$ cat src/rtl/joypad_debounce_if.sv
// Button bus between the raw PMOD joypad pins and the debounced joypad outputs.
// The DUT takes the slave modport; whoever drives the raw pins takes the master modport.
interface joypad_debounce_if;
   logic [7:0] pmoda_raw;
   logic [7:0] btn_out;
   logic [7:0] press_pulse;
   logic       irq_out;

   modport master (
      output pmoda_raw,
      input  btn_out,
      input  press_pulse,
      input  irq_out
   );

   modport slave (
      input  pmoda_raw,
      output btn_out,
      output press_pulse,
      output irq_out
   );
endinterface

$ cat src/rtl/joypad_debounce.sv
// Eight-button joypad debouncer: 2-flop synchronizer, per-bit saturating counter, press pulses.
// Define JOYPAD_DEBOUNCE_IRQ_EN to drive irq_out with a registered OR of the press pulses.
module joypad_debounce #(
   parameter int DEBOUNCE_CYCLES = 500000,
   parameter int CNT_W           = (DEBOUNCE_CYCLES > 1) ? $clog2(DEBOUNCE_CYCLES) : 1
) (
   input  logic             clk_in,
   input  logic             rst_n_in,
   joypad_debounce_if.slave pad
);
   localparam int               NB      = 8;
   localparam logic [CNT_W-1:0] CNT_MAX = CNT_W'(DEBOUNCE_CYCLES - 1);

   logic [NB-1:0]    r_sync1;
   logic [NB-1:0]    r_sync2;
   logic [NB-1:0]    r_stable;
   logic [NB-1:0]    r_pulse;
   logic [CNT_W-1:0] r_cnt [NB];

   logic [NB-1:0]    w_stable_next;
   logic [NB-1:0]    w_rise;
   logic [CNT_W-1:0] w_cnt_next [NB];

   always_ff @(posedge clk_in or negedge rst_n_in) begin
      if (!rst_n_in) begin
         r_sync1 <= '0;
         r_sync2 <= '0;
      end else begin
         r_sync1 <= pad.pmoda_raw;
         r_sync2 <= r_sync1;
      end
   end

   // The counter saturates at CNT_MAX: reaching it commits the new level and restarts from 0.
   always_comb begin
      w_stable_next = r_stable;
      for (int i = 0; i < NB; i++) begin
         w_cnt_next[i] = '0;
         if (r_sync2[i] != r_stable[i]) begin
            if (r_cnt[i] == CNT_MAX) begin
               w_stable_next[i] = r_sync2[i];
            end else begin
               w_cnt_next[i] = r_cnt[i] + CNT_W'(1);
            end
         end
      end
   end

   assign w_rise = w_stable_next & ~r_stable;

   always_ff @(posedge clk_in or negedge rst_n_in) begin
      if (!rst_n_in) begin
         r_stable <= '0;
         r_pulse  <= '0;
         for (int i = 0; i < NB; i++) begin
            r_cnt[i] <= '0;
         end
      end else begin
         r_stable <= w_stable_next;
         r_pulse  <= w_rise;
         for (int i = 0; i < NB; i++) begin
            r_cnt[i] <= w_cnt_next[i];
         end
      end
   end

`ifdef JOYPAD_DEBOUNCE_IRQ_EN
   logic r_irq;

   always_ff @(posedge clk_in or negedge rst_n_in) begin
      if (!rst_n_in) begin
         r_irq <= 1'b0;
      end else begin
         r_irq <= |w_rise;
      end
   end

   assign pad.irq_out = r_irq;
`else
   assign pad.irq_out = 1'b0;
`endif

   assign pad.btn_out     = r_stable;
   assign pad.press_pulse = r_pulse;
endmodule

$ cat src/flat_wrapper.sv
// flat-port wrapper written by rule: the top's interface ports become plain ports
module joypad_debounce_flat 
#(
   parameter int DEBOUNCE_CYCLES = 500000,
   parameter int CNT_W           = (DEBOUNCE_CYCLES > 1) ? $clog2(DEBOUNCE_CYCLES) : 1
)
  (clk_in, rst_n_in, pad_pmoda_raw, pad_btn_out, pad_press_pulse, pad_irq_out);
  joypad_debounce_if pad_i ();
  input  logic clk_in;
  input  logic rst_n_in;
  input wire logic [$bits(pad_i.pmoda_raw)-1:0] pad_pmoda_raw;
  output wire logic [$bits(pad_i.btn_out)-1:0] pad_btn_out;
  output wire logic [$bits(pad_i.press_pulse)-1:0] pad_press_pulse;
  output wire logic [$bits(pad_i.irq_out)-1:0] pad_irq_out;
  assign pad_i.pmoda_raw = pad_pmoda_raw;
  assign pad_btn_out = pad_i.btn_out;
  assign pad_press_pulse = pad_i.press_pulse;
  assign pad_irq_out = pad_i.irq_out;
  joypad_debounce #(.DEBOUNCE_CYCLES(DEBOUNCE_CYCLES), .CNT_W(CNT_W)) u_core (.clk_in(clk_in), .rst_n_in(rst_n_in), .pad(pad_i));
endmodule
$ cat config.mk
export PLATFORM = sky130hd
export DESIGN_NAME = joypad_debounce_flat
export DESIGN_NICKNAME = d
export VERILOG_FILES = /design/src/rtl/joypad_debounce_if.sv /design/src/rtl/joypad_debounce.sv /design/src/flat_wrapper.sv
export SDC_FILE = /design/constraint.sdc
export NUM_CORES = 1
export LEC_CHECK = 0
export ABC_AREA = 1
export CORE_ASPECT_RATIO = 1.4
export CORE_MARGIN = 1
export CORE_UTILIZATION = 60
export DETAILED_ROUTE_END_ITERATION = 8
export GPL_TIMING_DRIVEN = 0
export PLACE_DENSITY = 0.79
export SLEW_MARGIN = 20
export SYNTH_ARGS = -nofsm -noshare
export SYNTH_HDL_FRONTEND = slang
export SYNTH_SLANG_ARGS = --single-unit
$ cat constraint.sdc
create_clock -name clk_in -period 1.6 [get_ports clk_in]
set_clock_uncertainty 0.2 [all_clocks]
set_input_delay 0.32 -clock clk_in [delete_from_list [all_inputs] [get_ports clk_in]]
set_output_delay 0.32 -clock clk_in [all_outputs]
set_load 0.05 [all_outputs]
==> results of run 1 <==
[through the flow]
stage / utilization / instances / power [W] / cell area (um^2) / setup WS (ps)
after floorplan: - / 1263 / 0.00500 / 9820 / 71.2
after global placement: 0.641 / 1487 / 0.00516 / 10300 / -7580
after detailed placement: 0.645 / 1489 / 0.00518 / 10400 / -153
after CTS: 0.691 / 1526 / 0.00934 / 11100 / 0.0845
after global routing: 0.724 / 1540 / 0.00964 / 11700 / -40.2
final: 0.724 / 1540 / 0.00931 / 11700 / 24.6
[flip-flops by register name, indices dropped and copies added, names as in the netlist]
signal / count
u_core.r_sync2: 8
u_core.pad.press_pulse: 8
u_core.pad.btn_out: 8
u_core.r_sync1: 8
u_core.r_cnt: 152
[layout by cell type (no fill, tap or decap), drive strengths merged, types with 4 or more instances in the layout]
cell type        n
inv            148
nand3b           4
nor2           375
nand2          227
nand3          126
clkinv           4
xnor2           16
a21oi            8
o21ai           24
nor3            11
dfrtp          184
clkbuf          31
xor2            78
nand4           31
ha               8
buf             40
clkdlybuf4s50    8
nor3b            8
[cell families (layout without fill, tap and decap cells)]
family,after synthesis,count (layout),synth area share
DFF,184,184,0.469
AOI/OAI and AO/OA,35,35,0.0186
xor gates and xnor gates,94,94,0.0838
buffers and inverters,158,236,0.0609
and+or+nand+nor,783,783,0.357
other,1,1,0.000382
adders and majority gates,8,8,0.0102
[path summary, 6_finish.rpt]
path                       cells after the start           endpoint  slack [ps]
setup / recovery                               1     pad_btn_out[7]          20
hold / removal                                 1  u_core.r_sync1[7]         120
setup reg to reg                               7  u_core.r_cnt[145]          30
hold reg to reg                                0  u_core.r_sync2[7]         150
max in group asynchronous                      3  u_core.r_cnt[124]         300
min in group asynchronous                      2  u_core.r_cnt[105]         190
[layout make-up]
type                    count  area, um^2
clock inverters             7        93.8
well taps                 199         249
plain buffers               9        43.8
inverters                 149         562
flip-flops and latches    184        4630
multi-input cells         921        5170
fillers                  1210        4450
repair buffers             47         429
clock buffers              24         482
[routing by layer]
metal	GRT usage	vias to the layer above	wire, um
met5	0	-	0
met4	0.117	0	601
met3	0.0495	60	611
met2	0.447	182	11400
met1	0.299	3985	8640
li1	-	4076	-
[what timing repair did]
action / in CTS / in global routing
pin swaps: 7 / 38
gates resized for setup: 132 / 130
buffers inserted: 5 / 14
endpoints found under the setup margin: 87 / 137
cloned: 0 / 0
hold buffers: 1 / 0
endpoints found under the hold margin: 58 / 0
[power breakdown]
| group | switching, W | internal, W | leakage (nW) |
|---|---|---|---|
| Combinational | 0.000254 | 0.000144 | 1.92 |
| Clock | 0.00171 | 0.00241 | 0.276 |
| Sequential | 0.0000704 | 0.00472 | 2.48 |
| Total | 0.00203 | 0.00728 | 4.67 |
==> impl_results.md, run 1 <==
- Worst VDD drop: between 0.7 and 0.8 mV
- Worst EP arrival: 1060 ps
- Critical Path Source: u_core.pad.btn_out[7]
- Setup TNS: 0 ps
- Hold wc startpoint: pad_pmoda_raw[7]
- Mapped Cells: 1263
- Crit path largest cell delay: about 450 ps
- Diode count: 0
- Cell area power density: approximately 800 nW/um^2
- Final HPWL from detailed placement: roughly 14 mm
- Final Hold Viols: 0
- Clock transition at path regs: about 70 ps
- Worst hold slack: 123 ps
- Sequential share of the synthesized area: 0.469
- Top cells by instance count after synthesis: nor2_1 (322), nand2_1 (200), dfrtp_1 (184), inv_1 (142), nand3_1 (117)
- IO buf count: 25
- Global-route wire length before repair: around 34 mm
- Top_reg_cell synth: dfrtp_1
- CP Class: register to primary output
- First-pass DRT Iterations: 5
- Clk sinks: between 150 and 200
- Io pins: 27
- WP buf/inv: 1
- Rel. slew slack: 0.660
- Hold crit path type: input pin to register
- DIE AREA: roughly 17000 um^2
- Synth top area share: 0.469
- Leading area contributor after synthesis: dfrtp_1
- Synth Warn #: 0
- Synth top area cells: dfrtp_1 (47%), nor2_1 (12%), nand2_1 (7.6%)
- Peak Freq: approximately 0.63 GHz
- All-Layer GR Usage: 0.256
- CTS root buf: clkbuf_16
- Synth Net Count: 1281
- Nets: 1347
- Layout cell share with drive strength beyond 1: 0.201
- GP Congestion: around 0.94
- Most frequent cell after synthesis: nor2_1
- CP max-delay cell: dfrtp_2
- Initial antenna violation count: 0
- CP required: approximately 1100 ps
- Final Cycle Share: 0.985
- Pin count of the biggest net entering global routing: slightly below 70
- Wire per inst: ~14 um
- Leakage power: about 4.7 nW
- Distinct cell type count after synthesis: 28
- CTS tree: yes
- R2R Path Start: u_core.r_cnt[134]
- CP Cell Sequence: buf_6
- Chip height: around 150 um
- Final Slew Violations: 0
- GR Overflow Total: 0
- Asr flop ratio synth: 1.00
- Clk_lat worst skew: between 400 and 500 ps
- Max Cap Viol: 0
- Drt initial violations: about 470
- DRC errors left: 0
- Initial Util: 0.610
- #FFs+latches synth: about 180
- Core area: about 16000 um^2
- CP Capture Type: primary output
- Crit-path max FO: 4
- Maximum root-to-sink buffer count: 2
- Die width: ~110 um
- Total number of vias: between 8000 and 9000
- Tightest Pin Transition: 510 ps
- Synth-to-Final Area Change: 18.7%
- Final setup fails: 0
- Post-route ant nets: 0
- Site Rows: 55
- RSZ-0062 raised after global routing: yes
- EDFF count, synth: 0
- Mean post-synth cell area: approximately 8 um^2
- CTS buffer count: 17
- DR vias/cell: between 5 and 6
- Startpoint Class: register
- Status: finished clean
- Synthesized area: roughly 10000 um^2
- Minimum clock period: roughly 1600 ps
- Vias in the first global route: between 7000 and 8000
- CTS HTree Levels: 4
- Final wirelength: approximately 21 mm
- CP top delay family: flip-flops
Note: power is estimated with default switching activity, not from simulation.
==> inputs of run 2 (changes only) <==
Settings changed: CTS_CLUSTER_SIZE set to 28.
Clock period 1.6 ns to 2 ns, I/O delays scaled along.
==> run 2 against run 1 <==
  * Setup slack improved by 13 ps
  * Combinational power fell by 35%
  * Cell count is 1.2% lower
  * Routed wire length shrank 8.6%
  * Count of clock-buffer cells in the layout did not move
==> impl_results.md, run 2 (synthesized netlist as in run 1, its figures left out) <==
- Synth-to-Final Area Change: 11.2%
- DRC errors left: 0
- Largest register FFs: about 150
- Peak Freq: slightly above 0.5 GHz
- CTS buffer count: 17
- CP Class: register to primary output
- CP top delay family: buffers and inverters
- CP Capture Type: primary output
- RSZ-0062 raised after global routing: no
- Worst EP arrival: 1360 ps
- Final Hold Viols: 0
- Site Rows: 55
- Pin count of the biggest net entering global routing: 69
- First-pass DRT Iterations: 7
- Met2 WL: around 10 mm
- Final setup fails: 0
- Wire per inst: between 10 and 15 um
- Drt initial violations: ~330
- Max Cap Viol: 0
- Initial antenna violation count: 0
- Most common cell after layout, fill and taps aside: nor2_1
- Startpoint Class: register
- Clk_lat worst skew: approximately 430 ps
- CTS HTree Levels: 4
- Worst VDD drop: just over 0.6 mV
- Final HPWL from detailed placement: approximately 14 mm
- GR Overflow Total: 0
- Crit path largest cell delay: roughly 540 ps
- Rel. slew slack: 0.657
- M1 WL: 8.19 mm
- DIE AREA: roughly 17000 um^2
- Hold crit path type: register to register
- DP Area: about 10000 um^2
- Vias in the first global route: 7759
- Leakage power: 4.53 nW
- Flop2flop setup slack: 240 ps
- CP max-delay cell: dlygate4sd2_1
- Clock transition at path regs: 60 ps
- Core area: ~16000 um^2
- WP buf/inv: 1
- Nets: 1328
- CTS tree: yes
- Final wirelength: approximately 19 mm
- Top routing layer used: met4
- Layout cell share with drive strength beyond 1: 0.101
- Worst hold slack: between 100 and 150 ps
- Status: finished clean
- Initial Util: 0.610
- Maximum root-to-sink buffer count: 2
- All-Layer GR Usage: 0.251
- Io pins: 27
- Final Util: 0.679
- Setup TNS: 0 ps
- Post-route design area: between 10000 and 15000 um^2
- Final Power: approximately 0.0074 W
- Die width: about 110 um
- DR vias/cell: around 5.3
- Crit-path max FO: 4
- CP required: 1400 ps
- Met3 WL: about 580 um
- Final Slew Violations: 0
- Minimum clock period: a little under 2000 ps
- CP Cell Sequence: dlygate4sd2_1
- CTS root buf: clkbuf_16
- Most frequent cells in the layout: nor2_1 (322), nand2_1 (200), dfrtp_1 (184)
- Total number of vias: 7990
- Register with the most flip-flops: u_core.r_cnt
- GP Congestion: 0.937
- Tightest Pin Transition: between 500 and 600 ps
- Chip height: between 150 and 200 um
- Post-route ant nets: 0
- IO buf count: 25
- Diode count: 0
- Global-route wire length before repair: ~34 mm
- Final Cycle Share: 0.981
- Cell area power density: slightly below 700 nW/um^2
- Clk sinks: roughly 180
-- run 2: path summary, 6_finish.rpt --
kind | from | depth (start not counted) | to
setup reg to reg | u_core.r_cnt[95] | 6 | u_core.r_cnt[112]
hold / removal | u_core.r_sync1[4] | 0 | u_core.r_sync2[4]
setup / recovery | u_core.pad.btn_out[1] | 1 | pad_btn_out[1]
max in group asynchronous | rst_n_in | 3 | u_core.r_cnt[128]
hold reg to reg | u_core.r_sync1[4] | 0 | u_core.r_sync2[4]
min in group asynchronous | rst_n_in | 2 | u_core.r_cnt[105]
-- run 2: report_power, final --
| group | internal, W | switching [W] |
|---|---|---|
| Sequential | 0.00378 | 0.0000388 |
| Combinational | 0.0000782 | 0.000180 |
| Clock | 0.00193 | 0.00136 |
-- run 2: repair_timing --
| action | 4_1_cts | 5_1_grt |
|---|---|---|
| setup endpoints to repair | 16 | 7 |
| endpoints found under the hold margin | 58 | 0 |
| hold buffers | 1 | 0 |
| resized for setup | 18 | 11 |
| pin swaps | 0 | 0 |
| setup buffers | 0 | 0 |
-- run 2: cell type report --
class / instances / area (um^2)
Buffer: 9 / 38.8
Inverter: 149 / 559
Clock buffer: 24 / 482
Clock inverter: 7 / 93.8
Sequential cell: 184 / 4600
Timing Repair Buffer: 28 / 279
Tap cell: 199 / 249
Multi-Input combinational cell: 921 / 4620
Fill cell: 1367 / 5180
-- run 2: through the flow --
step | instances | setup slack [ps]
2_1_floorplan | 1263 | 471
3_3_place_gp | 1487 | -7260
3_5_place_dp | 1489 | 167
4_1_cts | 1521 | 0.167
5_1_grt | 1521 | 7.62
6_report | 1521 | 37.5
-- run 2: metal layers --
metal,up-vias,track usage
met5,-,0
met4,0,0.112
met3,50,0.0490
met2,156,0.438
met1,3749,0.294
li1,4035,-
==> inputs of run 3 (changes only) <==
Settings changed: CELL_PAD_IN_SITES_DETAIL_PLACEMENT set to 1, CELL_PAD_IN_SITES_GLOBAL_PLACEMENT set to 1, CORE_UTILIZATION 60 to 50, PLACE_DENSITY 0.79 to 0.86.
==> run 3 against run 2 <==
  * Global-route usage grew 1.3 points
  * Clock power rose by 7.6%
  * Maximum frequency grew 2.5%
  * Core utilization down 10 points
  * Sequential share of layout area decreased by 0.41 points
  * Largest power group unchanged
  * Highest routed layer unchanged
==> impl_results.md, run 3 (synthesized netlist as in run 1, its figures left out) <==
- Final wirelength: 24.4 mm
- DIE AREA: just over 20000 um^2
- Final Cycle Share: 0.957
- Nets: 1328
- Site Rows: 60
- Initial Util: 0.511
- Register with the most flip-flops: u_core.r_cnt
- Most frequent cells in the layout: nor2_1 (322), nand2_1 (199), dfrtp_1 (184)
- Final setup fails: 0
- Final Slew Violations: 0
- CP Capture Type: primary output
- Die width: 120 um
- Most common cell after layout, fill and taps aside: nor2_1
- Startpoint Class: register
- R2R Path Start: u_core.r_cnt[19]
- Worst VDD drop: between 0.5 and 0.6 mV
- WP buf/inv: 1
- Hold crit path type: register to register
- Io pins: 27
- Peak Freq: ~0.52 GHz
- Core area: around 19000 um^2
- DR vias/cell: around 5.3
- Largest register FFs: 152
- Maximum root-to-sink buffer count: 2
- GP Congestion: ~0.85
- GR Overflow Total: 0
- Post-route setup slack: about 86 ps
- Reg2Reg Depth: 6
- RSZ-0062 raised after global routing: no
- CTS HTree Levels: 4
- Final Power: approximately 0.0076 W
- Post-route ant nets: 0
- CP Class: register to primary output
- Rel. slew slack: 0.592
- CTS tree: yes
- Flop2flop setup slack: approximately 140 ps
- Setup WS pre-CTS: 168 ps
- Final Hold Viols: 0
- Cell area power density: 692 nW/um^2
- All-Layer GR Usage: 0.264
- Drt initial violations: about 320
- Worst setup path endpoint: pad_press_pulse[5]
- Diode count: 0
- CP required: roughly 1400 ps
- CP max-delay cell: dlygate4sd2_1
- Initial antenna violation count: 0
- Global-route wire length before repair: 43.0 mm
- First-pass DRT Iterations: 4
- CP top delay family: buffers and inverters
- DRC errors left: 0
- Synth-to-Final Area Change: 12.3%
- Vias in the first global route: 9266
- Critical Path Source: u_core.pad.press_pulse[5]
- Clock transition at path regs: approximately 70 ps
- Minimum clock period: 1910 ps
- Max Cap Viol: 0
- Clk sinks: around 180
- CTS root buf: clkbuf_16
- Wire per inst: 15.5 um
- Worst path depth: 1
- Chip height: approximately 170 um
- Leakage power: ~4.6 nW
- Worst hold slack: about 150 ps
- RR Endpoint: u_core.r_cnt[27]
- Layout cell share with drive strength beyond 1: 0.107
- Status: finished clean
- Total number of vias: between 8000 and 9000
- Setup TNS: 0 ps
- Worst EP arrival: 1310 ps
- IO buf count: 25
- Post-route design area: between 10000 and 15000 um^2
- CP Cell Sequence: dlygate4sd2_1
- DP Area: 10400 um^2
- Crit path largest cell delay: about 530 ps
- Clk_lat worst skew: around 430 ps
- Final HPWL from detailed placement: ~17 mm
- Crit-path max FO: 1
- Tightest Pin Transition: just over 600 ps
- CTS buffer count: 17
- Pin count of the biggest net entering global routing: 87
[run 3: cell count changes in the layout (fill, tap and decap cells not counted), sizes merged]
cell / change
bufinv: +1
clkbuf: -4
clkinv: +2
dlygate4sd2: -1
inv: +3
[run 3: repair_timing]
item | 4_1_cts | 5_1_grt
hold endpoints to repair | 51 | 0
hold buffers | 1 | 0
gates resized for setup | 25 | 8
setup endpoints to repair | 16 | 8
setup buffers | 0 | 0
[run 3: worst min-delay path by stage]
stage	slack (ps)	from	to	cells past startpoint
floorplan	-100	rst_n_in	u_core.pad.btn_out[0]	0
global placement	130	u_core.r_sync1[0]	u_core.r_sync2[0]	0
detailed placement	100	rst_n_in	u_core.r_cnt[15]	1
CTS	160	u_core.r_sync1[7]	u_core.r_sync2[7]	0
global route	170	u_core.r_sync1[7]	u_core.r_sync2[7]	0
finish	150	u_core.r_sync1[7]	u_core.r_sync2[7]	0
[run 3: final cells by class]
cell class	count	area [um^2]
Buffer	9	38.8
Clock buffer	19	453
Clock inverter	13	168
Fill cell	2401	8190
Inverter	149	559
Multi-Input combinational cell	921	4620
Sequential cell	184	4600
Tap cell	248	310
Timing Repair Buffer	28	277
[run 3: per-stage QoR]
step                      utilization  std cells
final                           0.574       1571
after global routing            0.574       1571
after CTS                       0.576       1571
after detailed placement        0.543       1538
after global placement          0.540       1536
after floorplan                     -       1263
[run 3: routing by layer]
| metal | routed length, um | vias to the layer above | track usage |
|---|---|---|---|
| met5 | 0 | - | 0 |
| li1 | - | 4031 | - |
| met2 | 13700 | 95 | 0.501 |
| met1 | 9690 | 4186 | 0.293 |
| met4 | 612 | 0 | 0.103 |
| met3 | 393 | 50 | 0.0369 |
[run 3: where the power goes]
group / total [W] / internal [W] / switching [W]
Clock: 0.00354 / 0.00205 / 0.00149
Sequential: 0.00382 / 0.00377 / 0.0000434
Combinational: 0.000273 / 0.0000799 / 0.000193
